[src/rtl/wm8731_avalon_slave_if.sv]
// wm8731_avalon_slave_if: Avalon-MM slave port bundle for the WM8731 register block.
// The master modport is the bus side (CPU / interconnect); the slave modport is the
// register block side.

interface wm8731_avalon_slave_if;
  logic        slave_read;
  logic        slave_write;
  logic        slave_chipselect;
  logic        slave_beginbursttransfer;
  logic [2:0]  slave_address;
  logic [31:0] slave_writedata;
  logic [7:0]  slave_burstcount;
  logic [31:0] slave_readdata;
  logic        slave_waitrequest;
  logic        slave_irq;

  modport master (
    output slave_read,
    output slave_write,
    output slave_chipselect,
    output slave_beginbursttransfer,
    output slave_address,
    output slave_writedata,
    output slave_burstcount,
    input  slave_readdata,
    input  slave_waitrequest,
    input  slave_irq
  );

  modport slave (
    input  slave_read,
    input  slave_write,
    input  slave_chipselect,
    input  slave_beginbursttransfer,
    input  slave_address,
    input  slave_writedata,
    input  slave_burstcount,
    output slave_readdata,
    output slave_waitrequest,
    output slave_irq
  );
endinterface

[src/rtl/wm8731_avalon_slave.sv]
// wm8731_avalon_slave: Avalon-MM register slave for a WM8731 codec front end.
// Registers: 0 I2C_DATA_AUDIO, 1 DAC_AUDIO (DAC FIFO push), 2 ADC_AUDIO (ADC FIFO pop),
// 3 STATUS, 4 IRQ_EN. Single clock, synchronous active-high Reset.
// Define WM8731_ADC_PATH_EN to build the ADC capture path (ADC FIFO, ADC_AUDIO,
// burst reads, adc_overflow, IRQ_EN[0]); without it the ADC inputs are ignored.
// Reads: the read data is captured when the request is taken in IDLE, so it is
// already valid in RD_WAIT, the cycle in which waitrequest drops and the transfer
// completes. Writes complete in the first cycle when the target is ready.

module wm8731_avalon_slave #(
  parameter int FIFO_DEPTH = 4
) (
  input  logic                 Clk,
  input  logic                 Reset,
  wm8731_avalon_slave_if.slave avs,
  output logic                 i2c_start,
  output logic [23:0]          i2c_packet,
  input  logic                 i2c_busy,
  input  logic                 i2c_ack_err,
  output logic [31:0]          dac_data,
  output logic                 dac_valid,
  input  logic                 dac_ready,
  input  logic [31:0]          adc_data,
  input  logic                 adc_valid
);

  localparam int PTR_W = $clog2(FIFO_DEPTH);
  localparam int CNT_W = $clog2(FIFO_DEPTH + 1);
  localparam logic [CNT_W-1:0] CNT_FULL = CNT_W'(FIFO_DEPTH);
  localparam logic [CNT_W-1:0] CNT_ZERO = {CNT_W{1'b0}};

  localparam logic [2:0] ADDR_I2C    = 3'h0;
  localparam logic [2:0] ADDR_DAC    = 3'h1;
  localparam logic [2:0] ADDR_ADC    = 3'h2;
  localparam logic [2:0] ADDR_STATUS = 3'h3;
  localparam logic [2:0] ADDR_IRQ_EN = 3'h4;

  typedef enum logic [2:0] {
    IDLE     = 3'd0,
    RD_WAIT  = 3'd1,
    RD_DONE  = 3'd2,
    WR_STALL = 3'd3,
    BURST    = 3'd4
  } state_t;

  state_t      state_r, state_s;
  logic        cs_rd_s, cs_wr_s;
  logic [2:0]  addr_s;
  logic        wr_ready_s, waitreq_s;
  logic        wr_accept_s, rd_capture_s, burst_start_s, burst_capture_s, beat_done_s;
  logic [31:0] read_mux_s, status_s, readdata_r;

  logic [31:0] i2c_data_r;
  logic [23:0] i2c_packet_r;
  logic        i2c_start_r;
  logic [2:0]  irq_en_r;
  logic        ack_err_r, irq_r;
  logic        status_wr_s;

  logic [31:0]      dac_mem_r [FIFO_DEPTH];
  logic [PTR_W-1:0] dac_wr_ptr_r, dac_rd_ptr_r;
  logic [CNT_W-1:0] dac_count_r;
  logic             dac_full_s, dac_empty_s, dac_push_s, dac_pop_s;

  // ADC-side view shared by the FSM, status and IRQ logic in both builds
  logic        adc_empty_s, adc_ovf_s, adc_irq_s;
  logic [31:0] adc_head_s;
  logic        burst_req_s, rd_block_s, beat_valid_s, last_beat_s;

  assign cs_rd_s     = avs.slave_chipselect & avs.slave_read;
  assign cs_wr_s     = avs.slave_chipselect & avs.slave_write;
  assign addr_s      = avs.slave_address;
  assign status_wr_s = wr_accept_s & (addr_s == ADDR_STATUS);

  assign dac_full_s  = (dac_count_r == CNT_FULL);
  assign dac_empty_s = (dac_count_r == CNT_ZERO);
  assign dac_valid   = ~dac_empty_s;
  assign dac_data    = dac_mem_r[dac_rd_ptr_r];
  assign dac_pop_s   = dac_valid & dac_ready;
  assign dac_push_s  = wr_accept_s & (addr_s == ADDR_DAC);

`ifdef WM8731_ADC_PATH_EN
  logic [31:0]      adc_mem_r [FIFO_DEPTH];
  logic [PTR_W-1:0] adc_wr_ptr_r, adc_rd_ptr_r;
  logic [CNT_W-1:0] adc_count_r;
  logic             adc_full_s, adc_push_s, adc_pop_s, adc_ovf_r;
  logic [7:0]       beats_r;
  logic             beat_valid_r;

  assign adc_full_s   = (adc_count_r == CNT_FULL);
  assign adc_empty_s  = (adc_count_r == CNT_ZERO);
  assign adc_head_s   = adc_mem_r[adc_rd_ptr_r];
  assign adc_push_s   = adc_valid & ~adc_full_s;
  assign adc_pop_s    = (rd_capture_s & (addr_s == ADDR_ADC)) | burst_capture_s;
  assign adc_ovf_s    = adc_ovf_r;
  assign adc_irq_s    = irq_en_r[0] & ~adc_empty_s;
  assign burst_req_s  = avs.slave_beginbursttransfer & (addr_s == ADDR_ADC);
  assign rd_block_s   = (addr_s == ADDR_ADC) & adc_empty_s;
  assign beat_valid_s = beat_valid_r;
  assign last_beat_s  = (beats_r == 8'd1);

  // ADC FIFO: push incoming samples unless full, pop on completed ADC reads/beats
  always_ff @(posedge Clk) begin
    if (Reset) begin
      adc_wr_ptr_r <= {PTR_W{1'b0}};
      adc_rd_ptr_r <= {PTR_W{1'b0}};
      adc_count_r  <= CNT_ZERO;
      for (int i = 0; i < FIFO_DEPTH; i++) adc_mem_r[i] <= 32'h0;
    end else begin
      if (adc_push_s) begin
        adc_mem_r[adc_wr_ptr_r] <= adc_data;
        adc_wr_ptr_r            <= adc_wr_ptr_r + PTR_W'(1);
      end
      if (adc_pop_s) adc_rd_ptr_r <= adc_rd_ptr_r + PTR_W'(1);
      case ({adc_push_s, adc_pop_s})
        2'b10:   adc_count_r <= adc_count_r + CNT_W'(1);
        2'b01:   adc_count_r <= adc_count_r - CNT_W'(1);
        default: adc_count_r <= adc_count_r;
      endcase
    end
  end

  // Sticky overflow flag: a sample dropped on a full FIFO wins over a same-cycle clear
  always_ff @(posedge Clk) begin
    if (Reset) adc_ovf_r <= 1'b0;
    else       adc_ovf_r <= (adc_valid & adc_full_s) |
                            (adc_ovf_r & ~(status_wr_s & avs.slave_writedata[5]));
  end

  // Burst bookkeeping: remaining beats and whether the current beat's data is loaded
  always_ff @(posedge Clk) begin
    if (Reset) begin
      beats_r      <= 8'd0;
      beat_valid_r <= 1'b0;
    end else if (burst_start_s) begin
      beats_r      <= (avs.slave_burstcount == 8'd0) ? 8'd1 : avs.slave_burstcount;
      beat_valid_r <= 1'b0;
    end else if (burst_capture_s) begin
      beat_valid_r <= 1'b1;
    end else if (beat_done_s) begin
      beats_r      <= beats_r - 8'd1;
      beat_valid_r <= 1'b0;
    end else begin
      beats_r      <= beats_r;
      beat_valid_r <= beat_valid_r;
    end
  end
`else
  assign adc_empty_s  = 1'b1;
  assign adc_ovf_s    = 1'b0;
  assign adc_irq_s    = 1'b0;
  assign adc_head_s   = 32'h0;
  assign burst_req_s  = 1'b0;
  assign rd_block_s   = 1'b0;
  assign beat_valid_s = 1'b0;
  assign last_beat_s  = 1'b0;

  logic unused_adc_s;
  assign unused_adc_s = ^{adc_data, adc_valid, avs.slave_beginbursttransfer,
                          avs.slave_burstcount, burst_capture_s, beat_done_s};
`endif

  // Write readiness of the addressed target
  always_comb begin
    wr_ready_s = 1'b1;
    case (addr_s)
      ADDR_I2C: wr_ready_s = ~i2c_busy;
      ADDR_DAC: wr_ready_s = ~dac_full_s | dac_pop_s;
      default:  wr_ready_s = 1'b1;
    endcase
  end

  // FSM next state, waitrequest and transfer strobes
  always_comb begin
    state_s         = state_r;
    waitreq_s       = 1'b0;
    wr_accept_s     = 1'b0;
    rd_capture_s    = 1'b0;
    burst_start_s   = 1'b0;
    burst_capture_s = 1'b0;
    beat_done_s     = 1'b0;
    case (state_r)
      IDLE: begin
        if (cs_rd_s) begin
          waitreq_s = 1'b1;
          if (burst_req_s) begin
            burst_start_s = 1'b1;
            state_s       = BURST;
          end else if (rd_block_s) begin
            state_s = IDLE;
          end else begin
            rd_capture_s = 1'b1;
            state_s      = RD_WAIT;
          end
        end else if (cs_wr_s) begin
          if (wr_ready_s) begin
            wr_accept_s = 1'b1;
          end else begin
            waitreq_s = 1'b1;
            state_s   = WR_STALL;
          end
        end else begin
          state_s = IDLE;
        end
      end
      RD_WAIT: state_s = RD_DONE;
      RD_DONE: state_s = IDLE;
      WR_STALL: begin
        if (cs_wr_s) begin
          if (wr_ready_s) begin
            wr_accept_s = 1'b1;
            state_s     = IDLE;
          end else begin
            waitreq_s = 1'b1;
          end
        end else begin
          state_s = IDLE;
        end
      end
      BURST: begin
        if (!beat_valid_s) begin
          waitreq_s = 1'b1;
          if (!adc_empty_s) burst_capture_s = 1'b1;
          else              burst_capture_s = 1'b0;
        end else begin
          beat_done_s = 1'b1;
          if (last_beat_s) state_s = IDLE;
          else             state_s = BURST;
        end
      end
      default: state_s = IDLE;
    endcase
  end

  // FSM state register
  always_ff @(posedge Clk) begin
    if (Reset) state_r <= IDLE;
    else       state_r <= state_s;
  end

  // STATUS word assembled from live flags
  assign status_s = {26'h0, adc_ovf_s, adc_empty_s, dac_empty_s, dac_full_s, ack_err_r, i2c_busy};

  // Register read multiplexer
  always_comb begin
    read_mux_s = 32'h0;
    case (addr_s)
      ADDR_I2C:    read_mux_s = i2c_data_r;
      ADDR_ADC:    read_mux_s = adc_head_s;
      ADDR_STATUS: read_mux_s = status_s;
      ADDR_IRQ_EN: read_mux_s = {29'h0, irq_en_r};
      default:     read_mux_s = 32'h0;
    endcase
  end

  // Read data register, loaded when a single read or burst beat is taken
  always_ff @(posedge Clk) begin
    if (Reset)                readdata_r <= 32'h0;
    else if (rd_capture_s)    readdata_r <= read_mux_s;
    else if (burst_capture_s) readdata_r <= adc_head_s;
    else                      readdata_r <= readdata_r;
  end

  // I2C data register, packet and one-cycle start pulse on an accepted write
  always_ff @(posedge Clk) begin
    if (Reset) begin
      i2c_data_r   <= 32'h0;
      i2c_packet_r <= 24'h0;
      i2c_start_r  <= 1'b0;
    end else if (wr_accept_s && addr_s == ADDR_I2C) begin
      i2c_data_r   <= avs.slave_writedata;
      i2c_packet_r <= avs.slave_writedata[23:0];
      i2c_start_r  <= 1'b1;
    end else begin
      i2c_start_r  <= 1'b0;
    end
  end

  // IRQ enable register and sticky ack error (a same-cycle set beats the clear)
  always_ff @(posedge Clk) begin
    if (Reset) begin
      irq_en_r  <= 3'h0;
      ack_err_r <= 1'b0;
    end else begin
      if (wr_accept_s && addr_s == ADDR_IRQ_EN) irq_en_r <= avs.slave_writedata[2:0];
      ack_err_r <= i2c_ack_err | (ack_err_r & ~(status_wr_s & avs.slave_writedata[1]));
    end
  end

  // Registered interrupt request
  always_ff @(posedge Clk) begin
    if (Reset) irq_r <= 1'b0;
    else       irq_r <= adc_irq_s | (irq_en_r[1] & dac_empty_s) | (irq_en_r[2] & ack_err_r);
  end

  // DAC FIFO: push on accepted DAC_AUDIO writes, pop on dac_valid & dac_ready
  always_ff @(posedge Clk) begin
    if (Reset) begin
      dac_wr_ptr_r <= {PTR_W{1'b0}};
      dac_rd_ptr_r <= {PTR_W{1'b0}};
      dac_count_r  <= CNT_ZERO;
      for (int i = 0; i < FIFO_DEPTH; i++) dac_mem_r[i] <= 32'h0;
    end else begin
      if (dac_push_s) begin
        dac_mem_r[dac_wr_ptr_r] <= avs.slave_writedata;
        dac_wr_ptr_r            <= dac_wr_ptr_r + PTR_W'(1);
      end
      if (dac_pop_s) dac_rd_ptr_r <= dac_rd_ptr_r + PTR_W'(1);
      case ({dac_push_s, dac_pop_s})
        2'b10:   dac_count_r <= dac_count_r + CNT_W'(1);
        2'b01:   dac_count_r <= dac_count_r - CNT_W'(1);
        default: dac_count_r <= dac_count_r;
      endcase
    end
  end

  assign avs.slave_readdata    = readdata_r;
  assign avs.slave_waitrequest = waitreq_s & ~Reset;
  assign avs.slave_irq         = irq_r;
  assign i2c_start             = i2c_start_r;
  assign i2c_packet            = i2c_packet_r;

endmodule

[src/flat_wrapper.sv]
// flat-port wrapper written by rule: the top's interface ports become plain ports
module wm8731_avalon_slave_flat 
#(
  parameter int FIFO_DEPTH = 4
)
  (Clk, Reset, i2c_start, i2c_packet, i2c_busy, i2c_ack_err, dac_data, dac_valid, dac_ready, adc_data, adc_valid, avs_slave_read, avs_slave_write, avs_slave_chipselect, avs_slave_beginbursttransfer, avs_slave_address, avs_slave_writedata, avs_slave_burstcount, avs_slave_readdata, avs_slave_waitrequest, avs_slave_irq);
  wm8731_avalon_slave_if avs_i ();
  input  logic Clk;
  input  logic Reset;
  output logic i2c_start;
  output logic [23:0] i2c_packet;
  input  logic i2c_busy;
  input  logic i2c_ack_err;
  output logic [31:0] dac_data;
  output logic dac_valid;
  input  logic dac_ready;
  input  logic [31:0] adc_data;
  input  logic adc_valid;
  input wire logic [$bits(avs_i.slave_read)-1:0] avs_slave_read;
  input wire logic [$bits(avs_i.slave_write)-1:0] avs_slave_write;
  input wire logic [$bits(avs_i.slave_chipselect)-1:0] avs_slave_chipselect;
  input wire logic [$bits(avs_i.slave_beginbursttransfer)-1:0] avs_slave_beginbursttransfer;
  input wire logic [$bits(avs_i.slave_address)-1:0] avs_slave_address;
  input wire logic [$bits(avs_i.slave_writedata)-1:0] avs_slave_writedata;
  input wire logic [$bits(avs_i.slave_burstcount)-1:0] avs_slave_burstcount;
  output wire logic [$bits(avs_i.slave_readdata)-1:0] avs_slave_readdata;
  output wire logic [$bits(avs_i.slave_waitrequest)-1:0] avs_slave_waitrequest;
  output wire logic [$bits(avs_i.slave_irq)-1:0] avs_slave_irq;
  assign avs_i.slave_read = avs_slave_read;
  assign avs_i.slave_write = avs_slave_write;
  assign avs_i.slave_chipselect = avs_slave_chipselect;
  assign avs_i.slave_beginbursttransfer = avs_slave_beginbursttransfer;
  assign avs_i.slave_address = avs_slave_address;
  assign avs_i.slave_writedata = avs_slave_writedata;
  assign avs_i.slave_burstcount = avs_slave_burstcount;
  assign avs_slave_readdata = avs_i.slave_readdata;
  assign avs_slave_waitrequest = avs_i.slave_waitrequest;
  assign avs_slave_irq = avs_i.slave_irq;
  wm8731_avalon_slave #(.FIFO_DEPTH(FIFO_DEPTH)) u_core (.Clk(Clk), .Reset(Reset), .avs(avs_i), .i2c_start(i2c_start), .i2c_packet(i2c_packet), .i2c_busy(i2c_busy), .i2c_ack_err(i2c_ack_err), .dac_data(dac_data), .dac_valid(dac_valid), .dac_ready(dac_ready), .adc_data(adc_data), .adc_valid(adc_valid));
endmodule
[config.mk]
export PLATFORM = sky130hd
export DESIGN_NAME = wm8731_avalon_slave_flat
export DESIGN_NICKNAME = d
export VERILOG_FILES = /design/src/rtl/wm8731_avalon_slave_if.sv /design/src/rtl/wm8731_avalon_slave.sv /design/src/flat_wrapper.sv
export SDC_FILE = /design/constraint.sdc
export NUM_CORES = 1
export LEC_CHECK = 0
export BUFFER_PORTS_ARGS = -buffer_cell sky130_fd_sc_hd__buf_2
export CAP_MARGIN = 20
export CORE_MARGIN = 2
export CORE_UTILIZATION = 50
export DETAILED_ROUTE_END_ITERATION = 8
export GPL_ROUTABILITY_DRIVEN = 1
export PLACE_DENSITY = 0.77
export SYNTH_ARGS = -nofsm -noshare
export SYNTH_HDL_FRONTEND = slang
export SYNTH_SLANG_ARGS = --single-unit
[constraint.sdc]
create_clock -name Clk -period 4.08 [get_ports Clk]
set_input_delay 0.408 -clock Clk [delete_from_list [all_inputs] [get_ports Clk]]
set_output_delay 0.408 -clock Clk [all_outputs]
set_load 0.05 [all_outputs]
# Word-level counts from Yosys, hierarchy flattened
# Memories as Yosys holds them, arrays and structs flattened. A register that Yosys moved wholly into a read port is not among the register bits.
# Cells that the tools add are included.
[word_totals] in_bits=85 output_inout_bits=92 mem_bits_rw=128 n_memories=1 register_bits=104
[op_classes] reduce_logical=8 eq_ne=11 muxes=31 n_bitwise=19 add_sub_neg=4
[memory_table] name="u_core.dac_mem_r" words=4 word_bits=32 read_ports=1 rd_ports_with_merged_regs=1 write_ports=4 line="wm8731_avalon_slave.sv:60" source="logic [31:0] dac_mem_r [FIFO_DEPTH];"
[ops] op="$pmux 32 s3" count=1
[ops] op="$mux 32" count=2
[ops] op="$reduce_or 32->1" count=1
[ops] op="$mux 1" count=15
[ops] op="$mux 3" count=5
[ops] op="$pmux 3 s4" count=1
[ops] op="$and 1x1->1" count=10
[ops] op="$eq 3x3->1 const B" count=3
[ops] op="$logic_not 3->1" count=3
[ops] op="$eq 3x1->1 const B" count=2
[ops] op="$eq 3x2->1 const B" count=2
[ops] op="$mux 2" count=3
[ops] op="$not 1->1" count=6
[ops] op="$pmux 3 s2" count=1
[ops] op="$add 2x1->2 const B" count=2
[ops] op="$ne 4x3->1 const B" count=1
[ops] op="$pmux 1 s2" count=2
[ops] op="$add 3x1->3 const B" count=1
[ops] op="$ne 3x3->1 const B" count=1
[ops] op="$or 1x1->1" count=3
[ops] op="$pmux 1 s3" count=1
[ops] op="$reduce_and 3->1" count=1
[ops] op="$sub 3x1->3 const B" count=1
[ops] op="$eq 2x1->1 const B" count=1
[ops] op="other kinds (3)" count=4

# Logic depth before layout (Yosys ltp)
[depth] ltp_word=15 mapped_depth=11 mapped_depth_nobuf=10

# Worst setup path after synthesis
# OpenSTA, ideal clock, no wires.
[synth_path] path_kind="register to register" startpoint="register u_core.state_r[0]" endpoint="memory u_core.dac_mem_r[2][0], enable pin" t_required_ns=3.652 stages_incl_launch_ff=7 period_less_slack_ns=3.274 path_slack_ns=0.806 path_buffers=1 arrival_time_ns=2.846 cell_sequence="dfxtp_1 inv_1 ha_1 and3b_1 buf_4 o2111ai_4 o21bai_1"
[synth_lines] element="start, declared" line="wm8731_avalon_slave.sv:46" source="state_t state_r, state_s;"
[synth_lines] element="start signal, assigned" line="wm8731_avalon_slave.sv:238" source="else state_r <= state_s;"
[synth_lines] element="end, declared" line="wm8731_avalon_slave.sv:60"

==> impl_metrics.toml <==
[critical_path]
crit_arrival_ns = 3.27
crit_chain = "inv_1, ha_1, nor2b_1, o2111ai_4, or3_1, nand2b_2"
reg2reg_depth = 6
path_delay_family = "simple AND/OR/NAND/NOR gates"
path_class = "flop to flop"
cp_max_fo = 32
cpMaxStageDelayCell = "nand2b_2"
start_kind = "flop"
path_depth = 6
critPathBufInv = 1
cp-end-kind = "flop"
cpPeakStageDelay_ns = 0.68
worst_ep_required_time_ns = 4.19

[cts]
hold_buffers = 0
cts_made_buffers = 23
clk_path_buf_depth = 3
clk_latency_ns = 0.50
clock-sinks = 209
clk_pin_slew_ns = 0.06
postCtsSetupBuffers = 0
cts_tree = "done"
h-tree-depth = 1
cts_root_buffer = "clkbuf_16"
cts.repair.resized = 0

[synth]
ys.warnings.count = 0
ys.flop_type = "edfxtp_1"
synth.distinct_cells = 47
seq_area_frac_synth = 0.6158
syn_inst = 663
synth_edf_count = 128
ys_ff_latch = 209
ys_async_sr_fraction = 0
synth_fp_nets = 753
synth_area_mm2 = 0.008875
syn_avg_cell_area_um2 = 13.39

[power_and_ir_drop]
p_total_mw = 4.464
ir_drop_mv = 0.3086
power.leakage_nw = 4.253
p_per_area_mw_per_mm2 = 435.5

[timing]
drv_slew = 0
rsz0062_at_grt = "false"
worst_slew_pin_slew_ns = 1.007
relSlewSlack = 0.3285
finalSetupViolCount = 0
period_needed_ns = 3.166
skew_ns = 0.01428
finalCritPeriodShare = 0.7761
fin_tns_setup_ns = 0
max_freq_mhz = 315.8
final-hold-violation-count = 0
holdWs_ns = 0.1431

[status]
status = "finished, final reports clean"

[drt]
dr.pass1.iters = 5
route.detailed.drc = 0
wl_um = 19980
viasPerCell = 5.571
vias = 5610
drtAntennaViolNets = 0
dr.first_iter.drc_count = 401
wl_per_cell_um = 19.84

[final_layout]
layout.nets = 855
num-fill-cells = 1395
multi_input_area_mm2 = 0.003019
final_common_cell = "buf_2"
syn2layout_area_growth_pct = 15.49
layout_common_cells = "buf_2, and2_1, edfxtp_1, dfxtp_1, nor2_1"
drive_gt1_frac = 0.2839
final_cell_count_no_fill = 1007
diodes = 0
seq_area_mm2 = 0.005468
fin_util = 0.5926

[min_path]
holdPathStages = 3
hold_class = "input port to flop"

[global_routing]
overflow = 0
grt_pass1_vias = 5677
grt_max_degree = 90
grt_pass1_wl_um = 30650
grt_use_total = 0.2137
antenna_found_initial = 0

[floorplanning]
core-area_mm2 = 0.01730
initial_core_util = 0.5131
ioPinCount = 177
num_rows = 48
die_area_mm2 = 0.01883
die_h_um = 137.2
die_x_um = 137.2

[placement]
placed_cells = 965
port_buffers = 134
dp_hpwl_um = 12820
gp_congestion = 0.8291

[run]
max_cap_violations = 0
[state kept, by name (all words and copies together), names as in the netlist, named ones only]
signal / flops
u_core.state_r: 2
u_core.avs.slave_readdata: 32
u_core.dac_rd_ptr_r: 2
u_core.ack_err_r: 1
u_core.i2c_packet: 23
u_core.i2c_start: 1
u_core.avs.slave_irq: 1
u_core.dac_mem_r: 128
u_core.dac_wr_ptr_r: 2
u_core.i2c_data_r: 9
u_core.dac_count_r: 3
u_core.irq_en_r: 3
[kinds of logic (layout without fill, tap and decap cells)]
| kind of cell | count (synthesis) | after routing | synth area share |
|---|---|---|---|
| AOI/OAI and AO/OA | 59 | 59 | 0.05118 |
| xor gates and xnor gates | 5 | 5 | 0.004935 |
| adders and majority gates | 5 | 5 | 0.007895 |
| buffers and inverters | 76 | 195 | 0.04751 |
| DFF | 209 | 209 | 0.6158 |
| muxes | 68 | 68 | 0.1218 |
| and+or+nand+nor | 241 | 241 | 0.1509 |
[power breakdown]
group          internal, mW  total, mW  switching, mW
clock network          1.12       1.90          0.777
registers              2.29       2.31         0.0186
logic                0.0693      0.256          0.187
[per-layer routing]
layer  track usage  share of wire  vias up
met2        0.3723           0.51      210
met4       0.05326          0.015        0
met1        0.2842           0.41     2819
li1              -              -     2553
met5             0              0        -
met3       0.02943          0.065       28
[layout make-up]
cell class / instances / area share
clock buffers: 39 / 0.06604
clock inverters: 3 / 0.001831
inverters: 8 / 0.002930
multi-input cells: 378 / 0.2946
flip-flops and latches: 209 / 0.5334
well taps: 225 / 0.02747
repair buffers: 145 / 0.07373
[worst paths after layout]
check                                                                from                                         to  slack, ns
worst max-delay path                       u_core.state_r[0]$_SDFFE_PP0P_      u_core.dac_mem_r[1][22]$_SDFFCE_PN0P_       0.91
worst min register to register  u_core.avs.slave_readdata[3]$_SDFFE_PP0P_  u_core.avs.slave_readdata[3]$_SDFFE_PP0P_       0.48
worst min-delay path                                          i2c_ack_err                u_core.ack_err_r$_SDFF_PP0_       0.14
worst max register to register             u_core.state_r[0]$_SDFFE_PP0P_      u_core.dac_mem_r[1][22]$_SDFFCE_PN0P_       0.91
[metrics by stage]
step,area [um2],worst slack (ns)
after floorplan,8875,0.8064
after global placement,9554,1.078
after detailed placement,9554,0.9489
after CTS,10250,0.9151
after global routing,10250,0.7217
final,10250,0.9137
[cells in the mapped netlist, types with 3 or more instances]
cell type | number | area (um2)
or3_1 | 4 | 25.02
inv_1 | 8 | 30.03
clkbuf_1 | 22 | 82.58
a21oi_1 | 7 | 35.03
nand2_1 | 3 | 11.26
edfxtp_1 | 128 | 3844
buf_2 | 15 | 75.07
nor2_1 | 78 | 292.8
mux4_2 | 32 | 720.7
a22oi_1 | 31 | 232.7
nor3_1 | 3 | 15.01
nor2b_1 | 3 | 18.77
and2_1 | 130 | 813.3
nand3_1 | 7 | 35.03
o21a_1 | 3 | 22.52
buf_4 | 25 | 187.7
or2_2 | 3 | 18.77
mux2i_1 | 36 | 360.4
xor2_1 | 3 | 26.28
ha_1 | 4 | 50.05
dfxtp_1 | 81 | 1622
buf_6 | 3 | 33.78
[tightest hold or removal path: cells and delay by family]
kind / cells / cell delay, ns
AO/OA/AOI/OAI: 1 / 0.04
AND/OR/NAND/NOR: 1 / 0.07
buffers and inverters: 1 / 0.09
Note: power is estimated with default switching activity, not from simulation.
